==> src/rtl/sinc3_decimator_if.sv <==
// Bitstream-in / conversion-word-out bundle for the sinc3 decimator.
// master drives the sample side, slave (the filter) drives the result side.
interface sinc3_decimator_if #(
  parameter int W = 19
);
  logic         i_en;
  logic         i_clr;
  logic         i_data;
  logic [W-1:0] o_data;
  logic         o_valid;
  logic         o_busy;

  modport master (
    output i_en, i_clr, i_data,
    input  o_data, o_valid, o_busy
  );

  modport slave (
    input  i_en, i_clr, i_data,
    output o_data, o_valid, o_busy
  );
endinterface

==> src/rtl/sinc3_decimator.sv <==
// Third-order CIC decimator: 1-bit bitstream in, one unsigned word per DECIM samples.
// o_valid 4 clocks after the window-closing sample; no backpressure, the sample strobe is never stalled.
module sinc3_decimator #(
  parameter int DECIM      = 64,
  parameter int LOG2_DECIM = 6,
  parameter int W          = 3*LOG2_DECIM+1
) (
  input  logic               i_clk,
  input  logic               i_rst_n,
  sinc3_decimator_if.slave   bus
);

  typedef enum logic [1:0] {S_IDLE, S_C1, S_C2, S_C3} state_t;

  state_t                r_state;
  state_t                w_next;

  logic [W-1:0]          r_i1, r_i2, r_i3;
  logic [W-1:0]          r_d1, r_d2, r_d3;
  logic [W-1:0]          r_s, r_t1, r_t2;
  logic [W-1:0]          r_data;
  logic                  r_valid;
  logic [1:0]            r_settle;
  logic [LOG2_DECIM-1:0] r_cnt;

  logic [W-1:0]          w_i1, w_i2, w_i3;
  logic                  w_win_done;

  // Integrator chain is combinational so the window sum includes the current sample.
  assign w_i1       = r_i1 + W'(bus.i_data);
  assign w_i2       = r_i2 + w_i1;
  assign w_i3       = r_i3 + w_i2;
  assign w_win_done = bus.i_en && (r_cnt == LOG2_DECIM'(DECIM-1));

  always_ff @(posedge i_clk or negedge i_rst_n) begin
    if (!i_rst_n) begin
      r_state <= S_IDLE;
    end else if (bus.i_clr) begin
      r_state <= S_IDLE;
    end else begin
      r_state <= w_next;
    end
  end

  always_comb begin
    w_next = r_state;
    unique case (r_state)
      S_IDLE:  if (w_win_done) w_next = S_C1;
      S_C1:    w_next = S_C2;
      S_C2:    w_next = S_C3;
      S_C3:    w_next = S_IDLE;
      default: w_next = S_IDLE;
    endcase
  end

  always_ff @(posedge i_clk or negedge i_rst_n) begin
    if (!i_rst_n) begin
      r_i1     <= '0;
      r_i2     <= '0;
      r_i3     <= '0;
      r_d1     <= '0;
      r_d2     <= '0;
      r_d3     <= '0;
      r_s      <= '0;
      r_t1     <= '0;
      r_t2     <= '0;
      r_data   <= '0;
      r_valid  <= 1'b0;
      r_settle <= 2'd0;
      r_cnt    <= '0;
    end else if (bus.i_clr) begin
      r_i1     <= '0;
      r_i2     <= '0;
      r_i3     <= '0;
      r_d1     <= '0;
      r_d2     <= '0;
      r_d3     <= '0;
      r_s      <= '0;
      r_t1     <= '0;
      r_t2     <= '0;
      r_data   <= '0;
      r_valid  <= 1'b0;
      r_settle <= 2'd0;
      r_cnt    <= '0;
    end else begin
      r_valid <= 1'b0;
      if (bus.i_en) begin
        r_i1  <= w_i1;
        r_i2  <= w_i2;
        r_i3  <= w_i3;
        r_cnt <= r_cnt + LOG2_DECIM'(1);
        if (w_win_done) r_s <= w_i3;
      end
      // Comb stages run one per clock regardless of i_en; all differences wrap mod 2^W.
      unique case (r_state)
        S_C1: begin
          r_t1 <= r_s - r_d1;
          r_d1 <= r_s;
        end
        S_C2: begin
          r_t2 <= r_t1 - r_d2;
          r_d2 <= r_t1;
        end
        S_C3: begin
          r_data <= r_t2 - r_d3;
          r_d3   <= r_t2;
          if (r_settle == 2'd2) r_valid  <= 1'b1;
          else                  r_settle <= r_settle + 2'd1;
        end
        default: ;
      endcase
    end
  end

  assign bus.o_data  = r_data;
  assign bus.o_valid = r_valid;
  assign bus.o_busy  = (r_state != S_IDLE);

endmodule

==> src/flat_wrapper.sv <==
// flat-port wrapper written by rule: the top's interface ports become plain ports
module sinc3_decimator_flat 
#(
  parameter int DECIM      = 64,
  parameter int LOG2_DECIM = 6,
  parameter int W          = 3*LOG2_DECIM+1
)
  (i_clk, i_rst_n, bus_i_en, bus_i_clr, bus_i_data, bus_o_data, bus_o_valid, bus_o_busy);
  sinc3_decimator_if #(.W(W)) bus_i ();
  input  logic i_clk;
  input  logic i_rst_n;
  input wire logic [$bits(bus_i.i_en)-1:0] bus_i_en;
  input wire logic [$bits(bus_i.i_clr)-1:0] bus_i_clr;
  input wire logic [$bits(bus_i.i_data)-1:0] bus_i_data;
  output wire logic [$bits(bus_i.o_data)-1:0] bus_o_data;
  output wire logic [$bits(bus_i.o_valid)-1:0] bus_o_valid;
  output wire logic [$bits(bus_i.o_busy)-1:0] bus_o_busy;
  assign bus_i.i_en = bus_i_en;
  assign bus_i.i_clr = bus_i_clr;
  assign bus_i.i_data = bus_i_data;
  assign bus_o_data = bus_i.o_data;
  assign bus_o_valid = bus_i.o_valid;
  assign bus_o_busy = bus_i.o_busy;
  sinc3_decimator #(.DECIM(DECIM), .LOG2_DECIM(LOG2_DECIM), .W(W)) u_core (.i_clk(i_clk), .i_rst_n(i_rst_n), .bus(bus_i));
endmodule
==> config.mk <==
export PLATFORM = sky130hd
export DESIGN_NAME = sinc3_decimator_flat
export DESIGN_NICKNAME = d
export VERILOG_FILES = /design/src/rtl/sinc3_decimator_if.sv /design/src/rtl/sinc3_decimator.sv /design/src/flat_wrapper.sv
export SDC_FILE = /design/constraint.sdc
export NUM_CORES = 1
export LEC_CHECK = 0
export BUFFER_PORTS_ARGS = -buffer_cell sky130_fd_sc_hd__buf_2
export CAP_MARGIN = 10
export CELL_PAD_IN_SITES_DETAIL_PLACEMENT = 1
export CELL_PAD_IN_SITES_GLOBAL_PLACEMENT = 1
export CORE_MARGIN = 3
export CORE_UTILIZATION = 35
export DETAILED_ROUTE_END_ITERATION = 16
export PLACE_DENSITY_LB_ADDON = 0.08
export SETUP_SLACK_MARGIN = 0.3
export SLEW_MARGIN = 20
export SYNTH_ARGS = -nofsm -noshare
export SYNTH_HDL_FRONTEND = slang
export SYNTH_SLANG_ARGS = --single-unit
==> constraint.sdc <==
create_clock -name i_clk -period 12.65 [get_ports i_clk]
set_input_delay 1.265 -clock i_clk [delete_from_list [all_inputs] [get_ports i_clk]]
set_output_delay 1.265 -clock i_clk [all_outputs]
set_load 0.05 [all_outputs]
==> metrics.csv <==
stage,metric,value,unit
setup_path,cpPeakStageDelay,380,ps
floorplan,dieWidth,196,microns
setup_path,cpMostUsedCell,ha_1,
synthesis,synth_ff_type,dfrtp_1,
layout,antennaDiodeCount,0,
routing,final_antenna_net_count,0,
outcome,outcome,finished clean,
clock_tree,clock_latency,550,ps
layout,nets,1480,
timing,slew_violations,0,
synthesis,synthMuxAreaShare,8.76,%
placement,port_buffers,25,
timing,finalClockSkew,14.3,ps
clock_tree,cts_num_sinks,201,
synthesis,async_reset_ff_share,100,%
setup_path,startpoint,bus_i_data,
synthesis,syn_area,12700,sq um
power_and_ir_drop,cellLeakagePower,6.57,nW
synthesis,synth_xor_area_share,8.05,%
setup_path,slowest_stage,and3_1,
layout,most-common-layout-cells,"201 x dfrtp_1, 196 x nor2_1, 111 x mux2i_1, 98 x ha_1",
floorplan,die_h,196,microns
setup_path,crit_chain,buf_2 > ha_1 > ha_1 > nand3_2 > nor3_2 > and3_1 > xor2_1 > ha_1 > and3_1 > nand2_1 > a211oi_1 > o21a_1 > o21ai_1 > a21oi_1 > or3_1 > and2_1 > ha_1 > and3_1 > a221o_1 > a21o_1 > a31oi_1 > xnor2_1 > a21oi_1 > a31o_1,
setup_path,startpoint_type,input port,
synthesis,yosysWarningCount,0,
hold_path,hold_path_class,flip-flop to flip-flop,
synthesis,yosys.area_share.adder,10.8,%
timing,rsz0062_at_grt,false,
synthesis,mappedNetlistNets,1471,
routing,via_per_inst,5.05,
synthesis,synth_top_cell_by_area,dfrtp_1,
layout,stdcell_area,14200,sq um
floorplan,fp.dieArea,38600,sq um
floorplan,rows,69,
layout,fill_cells,4072,
clock_tree,clock_path_buffers,3,
placement,gp_congestion,0.767,
global_route,antenna_found_initial,0,
clock_tree,cts_resized,0,
floorplan,initial_core_util,35.6,%
setup_path,path_max_fanout,8,
synthesis,synthSimpleGateAreaFrac,14.2,%
layout,area.growth.synth_to_final,12.1,%
timing,fin_crit,5770,ps
synthesis,synth_top_family_by_area,compound AO/OA/AOI/OAI gates,
setup_path,criticalPathCategory,input port to flip-flop,
placement,dpl_cell_area,13300,sq um
synthesis,avgSynthCellArea,9.33,sq um
setup_path,end_kind,flip-flop,
layout,final_common_cell,dfrtp_1,
clock_tree,clkSlewWorstSetupHoldPaths,60,ps
setup_path,r2r-start,u_core.r_i1[0]$_DFFE_PN0P_,
placement,place_hpwl,20300,microns
clock_tree,clockRootBuffer,clkbuf_16,
routing,drc,0,
setup_path,worstPathArrival,6210,ps
global_route,grt_pass1_vias,9985,
routing,wl,28800,microns
routing,firstDrtPassIters,4,
synthesis,ys_top_cells_by_area,"dfrtp_1 40%, ha_1 10%, mux2i_1 8.8%, nor2_1 5.8%, xnor2_1 4.6%",
power_and_ir_drop,p_per_area,119,nW/um^2
global_route,grt_pass1_wl,49700,microns
routing,vias,9344,
setup_path,cp.required,13090,ps
synthesis,synth_edf_count,0,
clock_tree,cts_buffers,27,
synthesis,synth_top_cell_area_share,39.7,%
timing,hold_viol_final,0,
timing,slew_headroom,38.0,%
power_and_ir_drop,vdd_drop_max,0.102,mV
clock_tree,cts_hold_buffers,0,
clock_tree,post-cts-setup-buffer-count,0,
synthesis,synth.distinct_cells,62,
clock_tree,htreeDepth,1,
hold_path,hp-start,u_core.bus.o_data[13]$_DFFE_PN0P_,
floorplan,coreArea,35700,sq um
timing,max_freq,173,MHz
global_route,overflow,0,
timing,tightest_slew,927,ps
routing,wl_per_cell,15.6,microns
run,cap_violations,0,
synthesis,synth-compound-area-share,14.3,%
timing,setup-violations-final,0,
synthesis,synth_seq_area_share,39.7,%
timing,hold_ws,486,ps
synthesis,ys_ff_latch,201,
clock_tree,cts_tree,built,
layout,layout-drive-gt1-share,6.55,%
routing,drtIter0Drc,280,
timing,min_period_over_period,45.6,%
global_route,grt_usage,15.2,%
timing,fin_setup_tns,0,ps
global_route,grt_max_degree,75,
floorplan,io_pins,26,
synthesis,synthCells,1360,
synth_stat cells (all sizes together) (25+ instances only):
cell type and n:
dfrtp 201, nor2 196, mux2i 111, ha 101
inv 90, nand2 89, a21oi 76, xnor2 66
o21ai 59, xor2 48, clkbuf 45, a211oi 28
a21o 28, nand2b 25
stage by stage:
stage | utilization (%) | power, mW | instances | setup slack [ps]
2_1_floorplan | - | 0.837 | 1360 | 6980
3_3_place_gp | 37.2 | 0.894 | 1801 | 6340
3_5_place_dp | 37.2 | 0.897 | 1801 | 6310
4_1_cts | 39.9 | 1.73 | 1850 | 6870
5_1_grt | 39.9 | 1.78 | 1850 | 6450
6_report | 39.9 | 1.69 | 1850 | 6880
path summary, 6_finish.rpt:
check | end | slack [ps] | cells after the start
max in group asynchronous | u_core.r_cnt[2]$_DFFE_PN0P_ | 10560 | 2
max reg2reg | u_core.r_i3[18]$_DFFE_PN0P_ | 7390 | 23
min reg2reg | u_core.bus.o_data[13]$_DFFE_PN0P_ | 490 | 2
max | u_core.r_i3[18]$_DFFE_PN0P_ | 6880 | 24
min in group asynchronous | u_core.bus.o_data[9]$_DFFE_PN0P_ | 740 | 1
min | u_core.bus.o_data[13]$_DFFE_PN0P_ | 490 | 2
worst max-delay path: cells and delay by family:
kind	cells	cell delay, ps
fa+ha+maj	4	1110
simple gates	8	1740
compound gates	9	1540
xor+xnor	2	420
buf+inv	1	120
where the power goes:
group | total [mW] | switching (mW) | internal [mW]
Combinational | 0.217 | 0.132 | 0.0850
Sequential | 0.663 | 0.00883 | 0.654
Clock | 0.809 | 0.297 | 0.512
area by class of cell:
| class | count | area [sq um] | share of cell area (%) |
|---|---|---|---|
| Sequential cell | 201 | 5030 | 35.4 |
| Inverter | 90 | 338 | 2.38 |
| Multi-Input combinational cell | 1015 | 7110 | 50.0 |
| Timing Repair Buffer | 34 | 208 | 1.46 |
| Clock inverter | 13 | 178 | 1.25 |
| Clock buffer | 36 | 779 | 5.48 |
| Tap cell | 461 | 577 | 4.06 |
flip-flops by register name, summed over array words and instances, names as in the netlist:
name,flops
u_core.bus.o_data,19
u_core.r_d1,19
u_core.r_d2,19
u_core.r_d3,19
u_core.r_i1,19
u_core.r_i2,19
u_core.r_i3,19
u_core.r_s,19
u_core.r_t1,19
u_core.r_t2,19
u_core.r_cnt,6
u_core.r_settle,2
u_core.r_state,2
u_core.bus.o_valid,1
logic make-up (layout without fill, tap and decap cells):
family | count (synthesis) | after routing
and+or+nand+nor | 402 | 402
AOI/OAI and AO/OA | 281 | 281
DFF | 201 | 201
buffers and inverters | 144 | 173
xor gates and xnor gates | 115 | 115
muxes | 111 | 111
adders and majority gates | 106 | 106
metal layers:
metal	track usage, %	part of all wire (%)	vias up
met1	18.5	45	4532
met3	2.29	2.5	34
met5	0	0	-
met4	3.12	1.8	0
li1	-	-	4718
met2	28.5	51	60
Power figures use the tool's default switching activity.
